$ cat src/rtl/xcorr_burst_ctrl.sv
// Burst scheduler gating the I/Q stream into BURST_LEN-sample bursts for the ping-pong downsampler.
// Optional back-to-back re-arm at burst end: define XCORR_BURST_AUTO_REARM_EN.
module xcorr_burst_ctrl #(
  parameter int DATA_WIDTH = 12,
  parameter int BURST_LEN  = 2048,
  parameter int OFS_W      = 16,
  parameter int CNT_W      = 16
) (
  input  logic                  clk_in,
  input  logic                  rst,
  input  logic                  cfg_enable,
  input  logic [OFS_W-1:0]      cfg_offset,
  input  logic                  trig,
  input  logic                  rd_done,
  input  logic [DATA_WIDTH-1:0] s_data_i,
  input  logic [DATA_WIDTH-1:0] s_data_q,
  input  logic                  s_valid,
  output logic [DATA_WIDTH-1:0] out_data_i,
  output logic [DATA_WIDTH-1:0] out_data_q,
  output logic                  out_valid,
  output logic                  buf_sel,
  output logic                  burst_done,
  output logic                  busy,
  output logic [1:0]            credits,
  output logic                  overflow,
  output logic                  credit_err,
  output logic [CNT_W-1:0]      drop_cnt
);

  localparam int SC_W = (BURST_LEN > 1) ? $clog2(BURST_LEN) : 1;
  localparam logic [SC_W-1:0] LAST_IDX = SC_W'(BURST_LEN - 1);

  typedef enum logic [1:0] {IDLE, ARMED, SKIP, BURST} state_t;

  state_t           state, state_nxt;
  logic [SC_W-1:0]  sample_cnt;
  logic [OFS_W-1:0] skip_cnt;
  logic             consume, refund, drop, load_skip, skip_dec, fwd, last;
  logic [2:0]       credits_sum;
  logic [1:0]       credits_nxt;

`ifdef XCORR_BURST_AUTO_REARM_EN
  logic [1:0] credits_upd;
  assign credits_upd = (rd_done && credits != 2'd2) ? credits + 2'd1 : credits;
`endif

  always_comb begin
    state_nxt = state;
    consume   = 1'b0;
    refund    = 1'b0;
    drop      = 1'b0;
    load_skip = 1'b0;
    skip_dec  = 1'b0;
    fwd       = 1'b0;
    last      = 1'b0;
    unique case (state)
      IDLE: begin
        if (cfg_enable) state_nxt = ARMED;
      end
      ARMED: begin
        if (!cfg_enable) begin
          state_nxt = IDLE;
        end else if (trig) begin
          if (credits != 2'd0) begin
            consume = 1'b1;
            if (cfg_offset == '0) begin
              state_nxt = BURST;
            end else begin
              state_nxt = SKIP;
              load_skip = 1'b1;
            end
          end else begin
            drop = 1'b1;
          end
        end
      end
      SKIP: begin
        if (!cfg_enable) begin
          state_nxt = IDLE;
          refund    = 1'b1;
        end else if (s_valid) begin
          skip_dec = 1'b1;
          if (skip_cnt == OFS_W'(1)) state_nxt = BURST;
        end
      end
      BURST: begin
        if (s_valid) begin
          fwd = 1'b1;
          if (sample_cnt == LAST_IDX) begin
            last = 1'b1;
`ifdef XCORR_BURST_AUTO_REARM_EN
            if (cfg_enable && credits_upd != 2'd0) begin
              consume   = 1'b1;
              state_nxt = BURST;
            end else begin
              state_nxt = cfg_enable ? ARMED : IDLE;
            end
`else
            state_nxt = cfg_enable ? ARMED : IDLE;
`endif
          end
        end
      end
      default: state_nxt = IDLE;
    endcase
  end

  // Sum first, then saturate: a same-cycle consume and return always cancel.
  always_comb begin
    credits_sum = {1'b0, credits} + {2'b00, rd_done} + {2'b00, refund} - {2'b00, consume};
    credits_nxt = (credits_sum > 3'd2) ? 2'd2 : credits_sum[1:0];
  end

  assign busy = (state == SKIP) || (state == BURST);

  always_ff @(posedge clk_in) begin
    if (rst) begin
      state <= IDLE;
    end else begin
      state <= state_nxt;
    end
  end

  always_ff @(posedge clk_in) begin
    if (rst) begin
      out_data_i <= '0;
      out_data_q <= '0;
      out_valid  <= 1'b0;
      burst_done <= 1'b0;
      buf_sel    <= 1'b0;
      credits    <= 2'd2;
      overflow   <= 1'b0;
      credit_err <= 1'b0;
      drop_cnt   <= '0;
      sample_cnt <= '0;
      skip_cnt   <= '0;
    end else begin
      out_valid  <= fwd;
      out_data_i <= fwd ? s_data_i : '0;
      out_data_q <= fwd ? s_data_q : '0;
      burst_done <= last;
      credits    <= credits_nxt;
      if (last) buf_sel <= ~buf_sel;
      if (last) begin
        sample_cnt <= '0;
      end else if (fwd) begin
        sample_cnt <= sample_cnt + SC_W'(1);
      end
      if (load_skip) begin
        skip_cnt <= cfg_offset;
      end else if (skip_dec) begin
        skip_cnt <= skip_cnt - OFS_W'(1);
      end
      if (drop) overflow <= 1'b1;
      if (drop && drop_cnt != '1) drop_cnt <= drop_cnt + CNT_W'(1);
      if (rd_done && credits == 2'd2) credit_err <= 1'b1;
    end
  end

endmodule

$ cat config.mk
export PLATFORM = sky130hd
export DESIGN_NAME = xcorr_burst_ctrl
export DESIGN_NICKNAME = d
export VERILOG_FILES = /design/src/rtl/xcorr_burst_ctrl.sv
export SDC_FILE = /design/constraint.sdc
export NUM_CORES = 1
export LEC_CHECK = 0
export CORE_MARGIN = 2
export CORE_UTILIZATION = 45
export CTS_BUF_LIST = sky130_fd_sc_hd__clkbuf_8
export DETAILED_ROUTE_END_ITERATION = 8
export PLACE_DENSITY = 0.78
export SLEW_MARGIN = 15
export SYNTH_ARGS = -nofsm -noshare
export SYNTH_HDL_FRONTEND = slang
export SYNTH_SLANG_ARGS = --single-unit
$ cat constraint.sdc
create_clock -name clk_in -period 2.5 [get_ports clk_in]
set_clock_uncertainty 0.05 [all_clocks]
set_input_delay 0.5 -clock clk_in [delete_from_list [all_inputs] [get_ports clk_in]]
set_output_delay 0.5 -clock clk_in [all_outputs]
set_load 0.05 [all_outputs]
==> results of run 1 <==
==> cell families (layout without fill, tap and decap cells) <==
kind of cell / Yosys count / count (layout) / synth area share [%]
simple gates: 169 / 169 / 27.2
flops: 76 / 76 / 45.8
compound gates: 54 / 54 / 11.3
xor+xnor: 29 / 29 / 7.64
buf+inv: 26 / 135 / 4.37
fa+ha+maj: 7 / 7 / 3.09
mux: 2 / 2 / 0.602
==> where the power goes <==
| part | internal (uW) | leakage [uW] | total, uW | switching (uW) |
|---|---|---|---|---|
| clock | 477 | 0.000103 | 969 | 493 |
| sequential | 1230 | 0.000613 | 1240 | 17.9 |
| combinational | 131 | 0.000993 | 256 | 125 |
| total | 1830 | 0.00171 | 2470 | 636 |
==> cell usage in the layout (no fill, tap or decap), types with 2 or more instances in the layout <==
| master | count |
|---|---|
| clkdlybuf4s50_1 | 92 |
| dfxtp_1 | 75 |
| nor2_1 | 55 |
| and2_1 | 25 |
| nand3_1 | 18 |
| buf_4 | 18 |
| nand2_1 | 17 |
| xor2_1 | 17 |
| a21oi_1 | 15 |
| nand4_1 | 12 |
| xnor2_1 | 12 |
| clkbuf_8 | 9 |
| and3_1 | 8 |
| a211oi_1 | 8 |
| inv_1 | 7 |
| a31oi_1 | 7 |
| o211ai_1 | 5 |
| nor4_1 | 5 |
| ha_1 | 5 |
| nor3_1 | 4 |
| a22oi_1 | 4 |
| nor2b_1 | 3 |
| or3_1 | 3 |
| a2bb2oi_1 | 3 |
| o2111ai_1 | 3 |
| inv_6 | 3 |
| nand2b_1 | 2 |
| or2_2 | 2 |
| and4_1 | 2 |
| o21ai_0 | 2 |
| mux2i_1 | 2 |
| nand4b_1 | 2 |
| or4_4 | 2 |
| fa_2 | 2 |
==> path summary, 6_finish.rpt <==
check,startpoint,end,depth (start not counted)
max,cfg_enable,credits[0],10
max reg2reg,state[1],credits[0],10
min,skip_cnt[13],skip_cnt[13],2
min reg2reg,skip_cnt[13],skip_cnt[13],2
==> cell type report <==
type	instances	area (sq um)	area share, %
flip-flops and latches	76	1520	32.9
multi-input cells	261	1670	36.2
repair buffers	111	1070	23.1
clock buffers	9	124	2.68
clock inverters	7	80.1	1.73
well taps	99	124	2.68
inverters	8	30.0	0.650
==> stage by stage <==
stage                     area, sq um  instances  TNS [ns]  power (uW)  setup WS [ns]
after detailed placement         4400        554    -0.739        1520         -0.376
after global routing             4620        571         0        2570        0.00680
after global placement           4400        554    -0.587        1520         -0.298
after floorplan                  3330        363         0        1400         0.0418
final                            4620        571         0        2470         0.0720
after CTS                        4600        570         0        2490       0.000541
==> worst max-delay path, cell delays in order <==
cell and delay, ns:
clkdlybuf4s50_1 0.42, nand2_1 0.10, nor2_1 0.05, ha_1 0.29
inv_2 0.04, fa_2 0.33, fa_2 0.36, xnor2_1 0.12
or3_1 0.37, nor2_1 0.10
==> sequential cells by signal (all words and copies together), names as in the netlist, 2 cells and up <==
name / cells
drop_cnt: 16
skip_cnt: 16
out_data_i: 12
out_data_q: 12
sample_cnt: 11
credits: 2
state: 2
==> metal layers <==
layer | vias up | global-route usage (%)
li1 | 1482 | -
met1 | 1369 | 23.8
met2 | 119 | 32.4
met3 | 11 | 10.4
met4 | 0 | 8.59
met5 | - | 0
==> what timing repair did <==
item / in CTS / in global routing
setup endpoints to repair: 0 / 2
gates resized for setup: 0 / 5
buffers inserted: 0 / 1
==> run summary, run 1 <==
STATUS
---------------------------------------------------------------------------
Run status ................................................... finished, final reports clean

FINISH
---------------------------------------------------------------------------
Antenna diodes ...............................................            0
Layout filler cell count .....................................          628
Final Net Count ..............................................          520
Core occupancy in the finished layout ........................        64.1%
Share of layout cells above drive strength 1 .................        10.8%
P&R area growth vs syn .......................................        39.1%

LOGIC SYNTHESIS
---------------------------------------------------------------------------
Netlist cell types ...........................................           50
Synth top cells by count ..................................... dfxtp_1 (76), nor2_1 (55), and2_1 (25)
Part of the Yosys area used for sequential elements ..........        45.8%
Net Count, Synth .............................................          416
Yosys top cell by area .......................................      dfxtp_1
Post-synthesis area per instance .............................   9.16 sq um
Number of instances in the synthesized netlist ...............          363
Cell Area, Synth ............................................. 0.00332 sq mm
Number of synthesized flops with an enable pin ...............            0
Yosys top cell area share ....................................        45.8%
Warning count from the yosys run .............................            0
Primary flip-flop cell chosen by synthesis mapping ...........      dfxtp_1
Most instantiated library cell after synthesis ...............      dfxtp_1
Top cells by area, synth ..................................... dfxtp_1 (46%), nor2_1 (6.2%), and2_1 (4.7%)
Async set-or-reset flop fraction in the synthesized netlist ..           0%
Flip-flop and latch count after synthesis ....................           76

CLOCK NETWORK
---------------------------------------------------------------------------
CTS tree .....................................................        built
CTS H-tree depth .............................................            3
Cts-stage hold buffer count ..................................            0
Total CTS buffers ............................................            9
Root buffer selected by CTS ..................................     clkbuf_8
Largest buffer count on any clock path .......................            2
Clock-pin slew on the worst setup and hold paths .............      0.09 ns
Sinks on the clock net .......................................           76
Clk_lat worst skew ...........................................      0.36 ns

FLOW RUN
---------------------------------------------------------------------------
Number of violations of the max-capacitance limit ............            0

WORST SETUP PATH
---------------------------------------------------------------------------
Worst-path fanout max ........................................            2
Worst setup slack for register-to-register paths .............      0.20 ns
Worst EP arrival .............................................      2.67 ns
Endpoint class of the critical path ..........................    flip-flop
Crit Path Category ...........................................    in -> reg
Startpoint types .............................................   input port
Required time of the critical path ...........................      2.74 ns

GLOBAL ROUTING
---------------------------------------------------------------------------
Global-route usage over all layers ...........................        20.6%
Number of global-route vias before repair ....................        2,921
First-pass GRT wire length ...................................    13,500 um
Total gr overflow ............................................            0
Antenna violations before repair .............................            0
Maximum number of pins on one net before global-route repair .           26

FLOORPLANNING
---------------------------------------------------------------------------
Area enclosed by the die boundary ............................ 0.00809 sq mm
Boundary pin count ...........................................           94
Number of core rows ..........................................           31
Initial core utilization .....................................        46.1%
Die span in x ................................................      90.0 um
Die boundary height ..........................................      90.0 um
Core Region .................................................. 0.00721 sq mm

POWER AND IR DROP
---------------------------------------------------------------------------
PwrDens ......................................................  534 mW/mm^2
Worst-case vdd ir drop .......................................       362 uV
Static Leak ..................................................   0.00171 uW

DRT
---------------------------------------------------------------------------
Detail-routed via count per cell .............................         5.22
Highest metal layer with signal wires ........................         met4
Total number of vias .........................................        2,981
Met1 Routed Length ...........................................      3380 um
DRC errors left ..............................................            0
Routed len/inst ..............................................      13.9 um
Met3 Wirelength ..............................................       964 um
1st-iter DRT viols ...........................................          140
Antenna-violating nets left ..................................            0
Detailed route wirelength on metal2 ..........................      3480 um
Initial DRT Pass Iterations ..................................            4
Final wirelength .............................................      7960 um

PLACEMENT
---------------------------------------------------------------------------
Final GP Congestion ..........................................        0.865
I/O Buffers ..................................................           93
Half-perimeter wire length after placement ...................      5800 um

MIN PATH
---------------------------------------------------------------------------
Hold/Removal Path Class ......................................   reg -> reg

STA
---------------------------------------------------------------------------
Time the final worst path needs with I/O delays and setup ....      2.43 ns
Slew headroom ................................................        62.5%
Final Cycle Share ............................................        97.1%
Max-slew violation count .....................................            0
Number of failing hold endpoints at the final stage ..........            0
Unrepaired setup endpoints after global routing ..............           no
Max Fclk .....................................................      412 MHz
Worst hold margin ............................................     0.432 ns
Setup Viol. Count Final ......................................            0
Transition time at the pin with the least slew margin ........     0.561 ns

Power figures use the tool's default switching activity.
==> inputs of run 2 (changes only) <==
==> constraint.sdc (replaced) <==
create_clock -name clk_in -period 2.08 [get_ports clk_in]
set_clock_uncertainty 0.05 [all_clocks]
set_input_delay 0.416 -clock clk_in [delete_from_list [all_inputs] [get_ports clk_in]]
set_output_delay 0.416 -clock clk_in [all_outputs]
set_load 0.05 [all_outputs]
==> run 2 against run 1 <==
The run now ends with negative setup slack left. Final cell count increased by 4.7%. Global-route usage increased by 0.88 points. Utilization increased by 3.2 points. Wire length increased by 6.5%. Die area unchanged. First-iteration DRC count decreased by 39%. Critical endpoint unchanged. Largest cell class unchanged. Largest power group unchanged. Highest routed layer unchanged.
==> run summary, run 2 (synthesized netlist as in run 1, its figures left out) <==
GLOBAL ROUTING
---------------------------------------------------------------------------
Antenna violations before repair .............................            0   unchanged
Total gr overflow ............................................            0   unchanged
First-pass GRT wire length ...................................    14,300 um   +5.5%
Global-route usage over all layers ...........................        21.5%   +0.88 points
Number of global-route vias before repair ....................        3,178   +8.8%
Maximum number of pins on one net before global-route repair .           26   unchanged

WORST SETUP PATH
---------------------------------------------------------------------------
Startpoint types .............................................    flip-flop
Kind of cell adding the most delay to the critical path ......  adder cells
Worst EP arrival .............................................      2.44 ns   -0.23 ns
Worst-path fanout max ........................................            2   unchanged
Largest stage delay on the critical path .....................      0.35 ns   -0.07 ns
Required time of the critical path ...........................      2.31 ns   -0.43 ns
Crit Path Category ...........................................   reg -> reg
Critical-path cell list ...................................... o21ai_4 -> nor2_1 -> ha_1 -> inv_2 -> fa_2 -> fa_2 -> xnor2_1 -> or3_1 -> nor2_1
Endpoint class of the critical path ..........................    flip-flop
Critical-path top delay cell .................................         fa_2
Critical path buffer and inverter count ......................            1   -1

CLOCK NETWORK
---------------------------------------------------------------------------
Clock-pin slew on the worst setup and hold paths .............      0.08 ns   about the same
Clk_lat worst skew ...........................................      0.35 ns   about the same
Sinks on the clock net .......................................           76   unchanged
CTS tree .....................................................        built
Cts-stage hold buffer count ..................................            0   unchanged
CTS H-tree depth .............................................            3   unchanged
Total CTS buffers ............................................            9   unchanged
Largest buffer count on any clock path .......................            2   unchanged
Root buffer selected by CTS ..................................     clkbuf_8

FINISH
---------------------------------------------------------------------------
P&R area growth vs syn .......................................        46.0%
Most common cell after layout, fill and taps aside ........... clkdlybuf4s50_1
Regs by FF count ............................................. drop_cnt (16), skip_cnt (16)
Number of cells in the finished layout apart from fillers ....          598   +4.7%
Antenna diodes ...............................................            0   unchanged
Most frequent cells in the layout ............................ clkdlybuf4s50_1 (78), dfxtp_1 (70), nor2_1 (55)
Share of layout cells above drive strength 1 .................        18.6%   +7.8 points
Final Net Count ..............................................          547   +5.2%
Core occupancy in the finished layout ........................        67.3%   +3.2 points

FLOORPLANNING
---------------------------------------------------------------------------
Area enclosed by the die boundary ............................ 0.00809 sq mm   unchanged
Die boundary height ..........................................      90.0 um   unchanged
Number of core rows ..........................................           31   unchanged
Core Region .................................................. 0.00721 sq mm   unchanged
Die span in x ................................................      90.0 um   unchanged
Boundary pin count ...........................................           94   unchanged
Initial core utilization .....................................        46.1%   unchanged

POWER AND IR DROP
---------------------------------------------------------------------------
PwrDens ......................................................  639 mW/mm^2   +20%
Worst-case vdd ir drop .......................................       504 uV   +39%
Static Leak ..................................................   0.00195 uW   +14%

DRT
---------------------------------------------------------------------------
1st-iter DRT viols ...........................................           85   -39%
Initial DRT Pass Iterations ..................................            4   unchanged
Detail-routed via count per cell .............................         5.16   -1.2%
Routed len/inst ..............................................      14.2 um   +1.7%
Final wirelength .............................................      8470 um   +6.5%
Total number of vias .........................................        3,086   +3.5%
Antenna-violating nets left ..................................            0   unchanged
DRC errors left ..............................................            0   unchanged

STATUS
---------------------------------------------------------------------------
Violated checks .............................................. negative setup slack
Run status ................................................... complete, but fails checks

PLACEMENT
---------------------------------------------------------------------------
Half-perimeter wire length after placement ...................      6430 um   +11%
I/O Buffers ..................................................           93   unchanged
Final GP Congestion ..........................................        0.934   +8.0%
Placed cell count ............................................          580   +4.7%

STA
---------------------------------------------------------------------------
Worst setup slack after layout ...............................    -0.130 ns   -0.202 ns
Number of failing hold endpoints at the final stage ..........            0   unchanged
Max-slew violation count .....................................            0   unchanged
Slew headroom ................................................        54.8%   -7.7 points
Final Cycle Share ............................................         106%
Final total negative setup slack .............................    -0.223 ns   -0.223 ns
Transition time at the pin with the least slew margin ........     0.674 ns   +0.114 ns
Max Fclk .....................................................      453 MHz
Worst hold margin ............................................     0.435 ns   +0.00299 ns
Time the final worst path needs with I/O delays and setup ....      2.21 ns
Setup Viol. Count Final ......................................            2   +2
Unrepaired setup endpoints after global routing ..............          yes

MIN PATH
---------------------------------------------------------------------------
Hold/Removal Path Class ......................................   reg -> reg

FLOW RUN
---------------------------------------------------------------------------
Number of violations of the max-capacitance limit ............            0   unchanged

run 2: changes by cell type in the layout (fill, tap and decap cells not counted), sizes merged:
cell / before / now
buf: 18 / 53
bufinv: 1 / 2
clkdlybuf4s50: 92 / 78
clkinv: 1 / 2
clkinvlp: 1 / 0
dlygate4sd2: 0 / 3
dlymetal6s2s: 1 / 4
inv: 12 / 11
run 2: worst paths after layout:
| check | start | end | slack, ns | cells past startpoint |
|---|---|---|---|---|
| setup / recovery | credits[0] | credits[0] | -0.13 | 9 |
| hold / removal | skip_cnt[13] | skip_cnt[13] | 0.43 | 2 |
| setup reg to reg | credits[0] | credits[0] | -0.13 | 9 |
| hold reg to reg | skip_cnt[13] | skip_cnt[13] | 0.43 | 2 |
run 2: area by class of cell:
class                           count  area, sq um
Inverter                            8         30.0
Fill cell                         599         2360
Clock inverter                      7         97.6
Timing Repair Buffer              138         1250
Sequential cell                    76         1530
Tap cell                           99          124
Multi-Input combinational cell    261         1690
Clock buffer                        9          124
run 2: stage by stage:
step / setup WS (ns) / power (uW) / cell area [sq um]
floorplan: -0.218 / 1690 / 3350
global placement: -0.663 / 1860 / 4590
detailed placement: -0.716 / 1870 / 4590
CTS: -0.256 / 3140 / 4840
global route: -0.231 / 3230 / 4850
finish: -0.130 / 3100 / 4850
run 2: what timing repair did:
item,4_1_cts,5_1_grt
pin swaps,9,4
setup endpoints to repair,14,14
buffers inserted,2,0
resized for setup,6,5
run 2: report_power, final:
group / internal [uW] / switching (uW)
logic: 187 / 161
clock network: 685 / 576
registers: 1480 / 19.5
run 2: worst min-delay path, stage by stage, from the launching register on:
cell      delay, ns
dfxtp_1        0.32
o311ai_2       0.06
a21oi_1        0.05
run 2: routing by layer:
layer | part of all wire, % | routed length (um) | track usage [%] | vias to the layer above
li1 | - | - | - | 1528
met1 | 40 | 3400 | 22.3 | 1444
met2 | 49 | 4160 | 38.1 | 102
met3 | 9.3 | 790 | 10.2 | 12
met4 | 1.5 | 123 | 7.31 | 0
met5 | 0 | 0 | 0 | -
